## config.mk

```make
export PLATFORM = sky130hd
export DESIGN_NAME = rr_arbiter_16
export DESIGN_NICKNAME = d
export VERILOG_FILES = /design/src/rtl/rr_arbiter_16.sv
export SDC_FILE = /design/constraint.sdc
export NUM_CORES = 1
export LEC_CHECK = 0
export BUFFER_PORTS_ARGS = -buffer_cell sky130_fd_sc_hd__buf_2
export CORE_MARGIN = 5
export CORE_UTILIZATION = 55
export CTS_BUF_LIST = sky130_fd_sc_hd__clkbuf_8
export CTS_CLUSTER_DIAMETER = 80
export DETAILED_ROUTE_END_ITERATION = 10
export HOLD_SLACK_MARGIN = 0.02
export PLACE_DENSITY = 0.76
export SYNTH_ARGS = -nofsm -noshare
export SYNTH_HDL_FRONTEND = slang
export SYNTH_SLANG_ARGS = --single-unit
```

## constraint.sdc

```tcl
create_clock -name clk -period 5.7 [get_ports clk]
set_input_delay 0.285 -clock clk [delete_from_list [all_inputs] [get_ports clk]]
set_output_delay 0.285 -clock clk [all_outputs]
set_load 0.02 [all_outputs]
```

## src/rtl/rr_arbiter_16.sv

```systemverilog
// rr_arbiter_16 -- 16-requester round-robin arbiter with single-owner grants.
//
// A two-state FSM (StIdle / StGrant) hands the resource to one requester at a
// time. In StIdle the first asserted request at or after the priority pointer
// (wrapping modulo 16) wins and is granted on the next edge. The grant is held
// while the owner keeps req high and en stays high. On release the pointer
// moves to owner+1 and at least one idle cycle always separates two grants.
//
// Optional feature macro: ARB_TIMEOUT_EN
//   When defined, an 8-bit hold counter force-releases an owner after MAX_HOLD
//   consecutive grant cycles and pulses timeout for the following idle cycle.
//   When undefined, no counter is built and timeout is tied low.
//
// Parameters:
//   MAX_HOLD  maximum consecutive grant cycles per owner (2..255), timeout build only
// Ports:
//   clk      system clock, rising edge
//   rst_n    asynchronous active-low reset
//   en       arbiter enable; low blocks new grants and releases the current one
//   req      per-requester level request
//   out      registered one-hot grant, zero when no grant
//   idx      registered index of the current/last granted requester
//   valid    high exactly while a grant is held
//   timeout  one-cycle pulse after a forced release
module rr_arbiter_16 #(
   parameter int unsigned MAX_HOLD = 64
) (
   input  logic        clk,
   input  logic        rst_n,
   input  logic        en,
   input  logic [15:0] req,
   output logic [15:0] out,
   output logic [3:0]  idx,
   output logic        valid,
   output logic        timeout
);

   if (MAX_HOLD < 2 || MAX_HOLD > 255) begin : g_bad_max_hold
      $error("rr_arbiter_16: MAX_HOLD must be in 2..255");
   end

   typedef enum logic [0:0] {StIdle, StGrant} state_e;

   state_e      state_q, state_d;
   logic [3:0]  idx_q, idx_d;
   logic [3:0]  ptr_q, ptr_d;
   logic [15:0] out_q, out_d;
   logic [3:0]  pick;
   logic        pick_found;
   logic [3:0]  cand;

`ifdef ARB_TIMEOUT_EN
   logic [7:0]  hold_q, hold_d;
   logic        timeout_q, timeout_d;
   logic        hold_expired;

   // Counter starts at 0 on the first grant cycle, so MAX_HOLD-1 marks the last one.
   assign hold_expired = (hold_q == 8'(MAX_HOLD - 1));
`endif

   // Round-robin search: first asserted request at ptr, ptr+1, ... wrapping modulo 16.
   always_comb begin
      pick       = ptr_q;
      pick_found = 1'b0;
      cand       = ptr_q;
      for (int i = 0; i < 16; i++) begin
         cand = ptr_q + 4'(i);
         if (!pick_found && req[cand]) begin
            pick       = cand;
            pick_found = 1'b1;
         end
      end
   end

   // State register.
   always_ff @(posedge clk or negedge rst_n) begin
      if (!rst_n) begin
         state_q <= StIdle;
         idx_q   <= 4'h0;
         ptr_q   <= 4'h0;
         out_q   <= 16'h0000;
      end else begin
         state_q <= state_d;
         idx_q   <= idx_d;
         ptr_q   <= ptr_d;
         out_q   <= out_d;
      end
   end

`ifdef ARB_TIMEOUT_EN
   always_ff @(posedge clk or negedge rst_n) begin
      if (!rst_n) begin
         hold_q    <= 8'h00;
         timeout_q <= 1'b0;
      end else begin
         hold_q    <= hold_d;
         timeout_q <= timeout_d;
      end
   end
`endif

   // Next-state logic.
   always_comb begin
      state_d = state_q;
      idx_d   = idx_q;
      ptr_d   = ptr_q;
`ifdef ARB_TIMEOUT_EN
      hold_d    = hold_q;
      timeout_d = 1'b0;
`endif
      case (state_q)
         StIdle: begin
            if (en && pick_found) begin
               state_d = StGrant;
               idx_d   = pick;
`ifdef ARB_TIMEOUT_EN
               hold_d  = 8'h00;
`endif
            end
         end
         StGrant: begin
            if (!en || !req[idx_q]) begin
               state_d = StIdle;
               ptr_d   = idx_q + 4'd1;
`ifdef ARB_TIMEOUT_EN
            end else if (hold_expired) begin
               state_d   = StIdle;
               ptr_d     = idx_q + 4'd1;
               timeout_d = 1'b1;
            end else begin
               hold_d = hold_q + 8'd1;
`endif
            end
         end
         default: state_d = StIdle;
      endcase
   end

   // Output logic: grant vector is decoded from the next state so it is registered.
   always_comb begin
      out_d = 16'h0000;
      if (state_d == StGrant) begin
         out_d = 16'h0001 << idx_d;
      end
   end

   assign out   = out_q;
   assign idx   = idx_q;
   assign valid = (state_q == StGrant);
`ifdef ARB_TIMEOUT_EN
   assign timeout = timeout_q;
`else
   assign timeout = 1'b0;
`endif

endmodule

```

# Yosys cells after proc, flatten, opt, wreduce, memory -nomap -nowiden
# Cells that the tools add are included.
# classes
n_addsub	16
magnitude_cmp	17
n_shift	1
muxes	71
bitwise	1
reduce_logical	35
# op_table
operator	count
$lt 4x5->1 const B	17
$bmux 1 s4	17
$mux 4	17
$mux 1	35
$add 4x4->4 const B	8
$logic_not 1->1	17
$add 4x3->4 const B	4
$logic_and 1x1->1	16
$mux 16	1
$shl 1x4->16 const A	1
$add 4x1->4 const B	2
$add 4x2->4 const B	2
$pmux 1 s2	1
$reduce_and 2->1	1
$logic_or 1x1->1	1
$not 1->1	1
# word_totals
register_bits	25
in_bits	19
out_inout_bits	22
word_cells	145

# Longest topological paths before layout
# depth
word_depth	53
depth_mapped	19
mapped_depth_nobuf	13

# Worst setup path after synthesis
# OpenSTA, ideal clock, no wires.
# synth_path
path_kind	reg-to-reg
from	register ptr_q[1]
to	register out_q[1] (netlist: out[1])
setup_time_ns	0.125
arrival_time_ns	4.841
t_required_ns	5.575
slack_ns	0.734
path_stages_with_launch	18
n_path_buf	5
synth_period_minus_slack_ns	4.966
path_cell_list	dfrtp_1 > buf_2 > buf_2 > buf_2 > buf_1 > inv_1 > ha_1 > buf_6 > mux4_2 > mux4_2 > nor3_4 > nand4_4 > or4_1 > a31o_2 > a21oi_2 > nor2_2 > inv_2 > nor3_1
# synth_via
elab_chain_cells	53
elab_cells_between_ends	115
classes_between	15 x add/sub; 1 x shift; 68 x mux; 31 x reduce/logical
# synth_lines
item	line	rtl
from (decl)	46	logic [3:0] ptr_q, ptr_d;
from (signal assigned)	85	ptr_q <= ptr_d;
branches (longest 49 deep; another with $add 4x1->4)	--	
$mux 4 *	113	if (en && pick_found) begin
$mux 4 *	111	case (state_q)
net idx_d[1]	45	logic [3:0] idx_q, idx_d;
$shl 1x4->16 *	143	out_d = 16'h0001 << idx_d;
$mux 16 *	142	if (state_d == StGrant) begin
net out_d[1]	47	logic [15:0] out_q, out_d;
to (signal assigned)	86	out_q <= out_d;
to (decl)	47	
# Mark *: on every way through the listed nets, which the timed path passes. The select of a mux whose other input is x is not followed.
# A chain may end at the register's enable or synchronous reset.

# Final worst setup path
# layout_path
from	register ptr_q[1]
to	register out_q[5] (netlist: out[5])
# The elaborated chain is that of the path after synthesis.

==> run metrics <==
Seq cells post-synth 25; non-filler cells, final 497; Post-Route Utilization 0.6141; DP HPWL 8.891 mm; Pins Over Slew Limit 0; die area 8459 µm²; top_reg_cell synth dfrtp_1; Starting Density 0.5723; maximum clock path buffer count 2; via count 3638; worst slew pin tran 809.0 ps; Mapped Cells 393; final worst slack 1044 ps; drt via density 7.320; Post-CTS Hold Buffers 1; vias in the first global route 3479; dpl cells 492; Die H 91.98 µm; clk_lat worst skew 270 ps; drt drc 0; crit path DAT 4780 ps; port bufs 39; Max-slew headroom 0.4607; pin count of the biggest net entering global routing 35; layout cell share with drive strength beyond 1 0.2810; Synth Cell Area 3696 µm²; TNS Setup 0 ps; critical path capture point type register; GPL Wtd Cong 0.9682; Crit Path Class reg -> reg; root buffer cell clkbuf_8; GRT Util Overall 0.2822; max_cap viols 0; CTS H-Tree Depth 1; fin crit share 0.8168; Reg clk slew, reported paths 80 ps; CTS tree done; Post-DRT Antenna Nets 0; post_cts resized 0; Layout Skew 9.571 ps; initial antenna violation count 0; EDFF count, synth 0; worst slack, placed 1128 ps; Syn Nets 420; global-route wire length before repair 19.15 mm; min Tclk post-route 4656 ps; Setup violations, final 0; Area Growth Syn to Fin 7.312%; Ys Warns 0; Critical Path RT 5820 ps; drt wl/cell 23.58 µm; ys async rst share 1.000; Final Hold Viols 0; sequential fraction of the synthesis area 0.1693; crit path launch type register; outcome completed; Starting DRT DRC Count 480; CTS buffer count 3; io pins 41; core area 6459 µm²; Clock Sinks 25; Std-Cell Rows 29; Pre-Repair DR Iteration Count 5; Hold WC Path Type in -> reg; width of the die 91.98 µm; number of setup buffers added after CTS 0; Distinct cells, synth 76; CP max FO 15; ANT cells 0; RSZ-0062 raised after global routing no; GRT overflow 0; Total Wirelength 11.72 mm; Final nets 448; maximum clock frequency 214.8 MHz; syn_area_per_cell 9.405 µm²
## cells in the final DEF, fill, tap and decap left out, drive strengths merged, types with 14 or more instances in the layout
master  count
buf        48
mux2i      33
nor2       31
mux4       31
dfrtp      25
nand2      24
a21oi      18
o21ai      18
nor3       17
mux2       15
nand2b     14
## sequential cells by signal, indices dropped and copies added, names as in the netlist
signal / count
idx: 4
out: 16
ptr_q: 4
valid: 1
## path summary, 6_finish.rpt
kind,startpoint,end,slack [ps],cells past startpoint
max in group asynchronous,rst_n,idx[0],4810,2
min,en,valid,370,3
min reg2reg,valid,valid,710,2
max,ptr_q[1],out[5],1040,12
min in group asynchronous,rst_n,out[12],530,2
max reg2reg,ptr_q[1],out[5],1040,12
## cell type report
type                       count  area (µm²)
clock buffer                   3       41.29
clock inverter                 1       7.507
fill                         547        2492
inverter                      12       45.04
multi-input combinational    330        2878
sequential                    25       625.6
tap                           77       96.34
timing repair buffer          49       272.8
## metal layers
layer | track usage | part of all wire
met5 | 0 | 0
met3 | 0.04501 | 0.11
met2 | 0.4586 | 0.47
met1 | 0.3799 | 0.38
met4 | 0.1077 | 0.042
## cell usage after synthesis (3+ instances only)
cell | instances | area (µm²)
a211oi_1 | 5 | 37.54
a21o_1 | 3 | 22.52
a21oi_1 | 17 | 85.08
a22oi_1 | 5 | 37.54
a2bb2oi_1 | 3 | 26.28
a32o_1 | 3 | 30.03
buf_2 | 7 | 35.03
buf_4 | 3 | 22.52
buf_6 | 4 | 45.04
clkbuf_1 | 10 | 37.54
dfrtp_1 | 25 | 625.6
ha_1 | 8 | 100.1
inv_1 | 9 | 33.78
inv_2 | 3 | 11.26
mux2_2 | 15 | 168.9
mux2i_1 | 31 | 310.3
mux4_2 | 29 | 653.1
nand2_1 | 24 | 90.09
nand2b_1 | 14 | 87.58
nand3_1 | 10 | 50.05
nand3b_1 | 3 | 22.52
nand4_1 | 4 | 25.02
nor2_1 | 30 | 112.6
nor2b_1 | 9 | 56.30
nor3_1 | 14 | 70.07
nor3b_2 | 4 | 50.05
o21a_1 | 3 | 22.52
o21ai_0 | 16 | 80.08
o22ai_1 | 4 | 25.02
o31ai_1 | 7 | 52.55
xnor2_1 | 6 | 52.55
xor2_1 | 5 | 43.79
## kinds of logic after synthesis
kind of cell / after synthesis / synth area share
AOI/OAI and AO/OA: 98 / 0.1889
xor gates and xnor gates: 12 / 0.03047
adders and majority gates: 8 / 0.02708
buffers and inverters: 38 / 0.05213
DFF: 25 / 0.1693
muxes: 79 / 0.3304
other: 1 / 0.001015
and+or+nand+nor: 132 / 0.2007
## critical path: stages (launching register included)
cell	delay (ps)
dfrtp_1	350
inv_1	140
ha_1	690
mux4_1	680
mux4_2	610
nor3_4	400
nand4_4	290
or4_1	570
a31o_2	260
a21oi_2	150
nor2_2	100
inv_2	170
nor3_1	80
## through the flow
step                hold slack, ps  instance area [µm²]
floorplan                   -10.59                 3696
global placement             290.7                 3908
detailed placement           296.7                 3908
CTS                          355.5                 3966
global route                 370.2                 3966
finish                       366.0                 3966
Power is left out: the tool's default activity adds up to more than one toggle a clock period on the data nets, which glitch-free logic cannot reach.
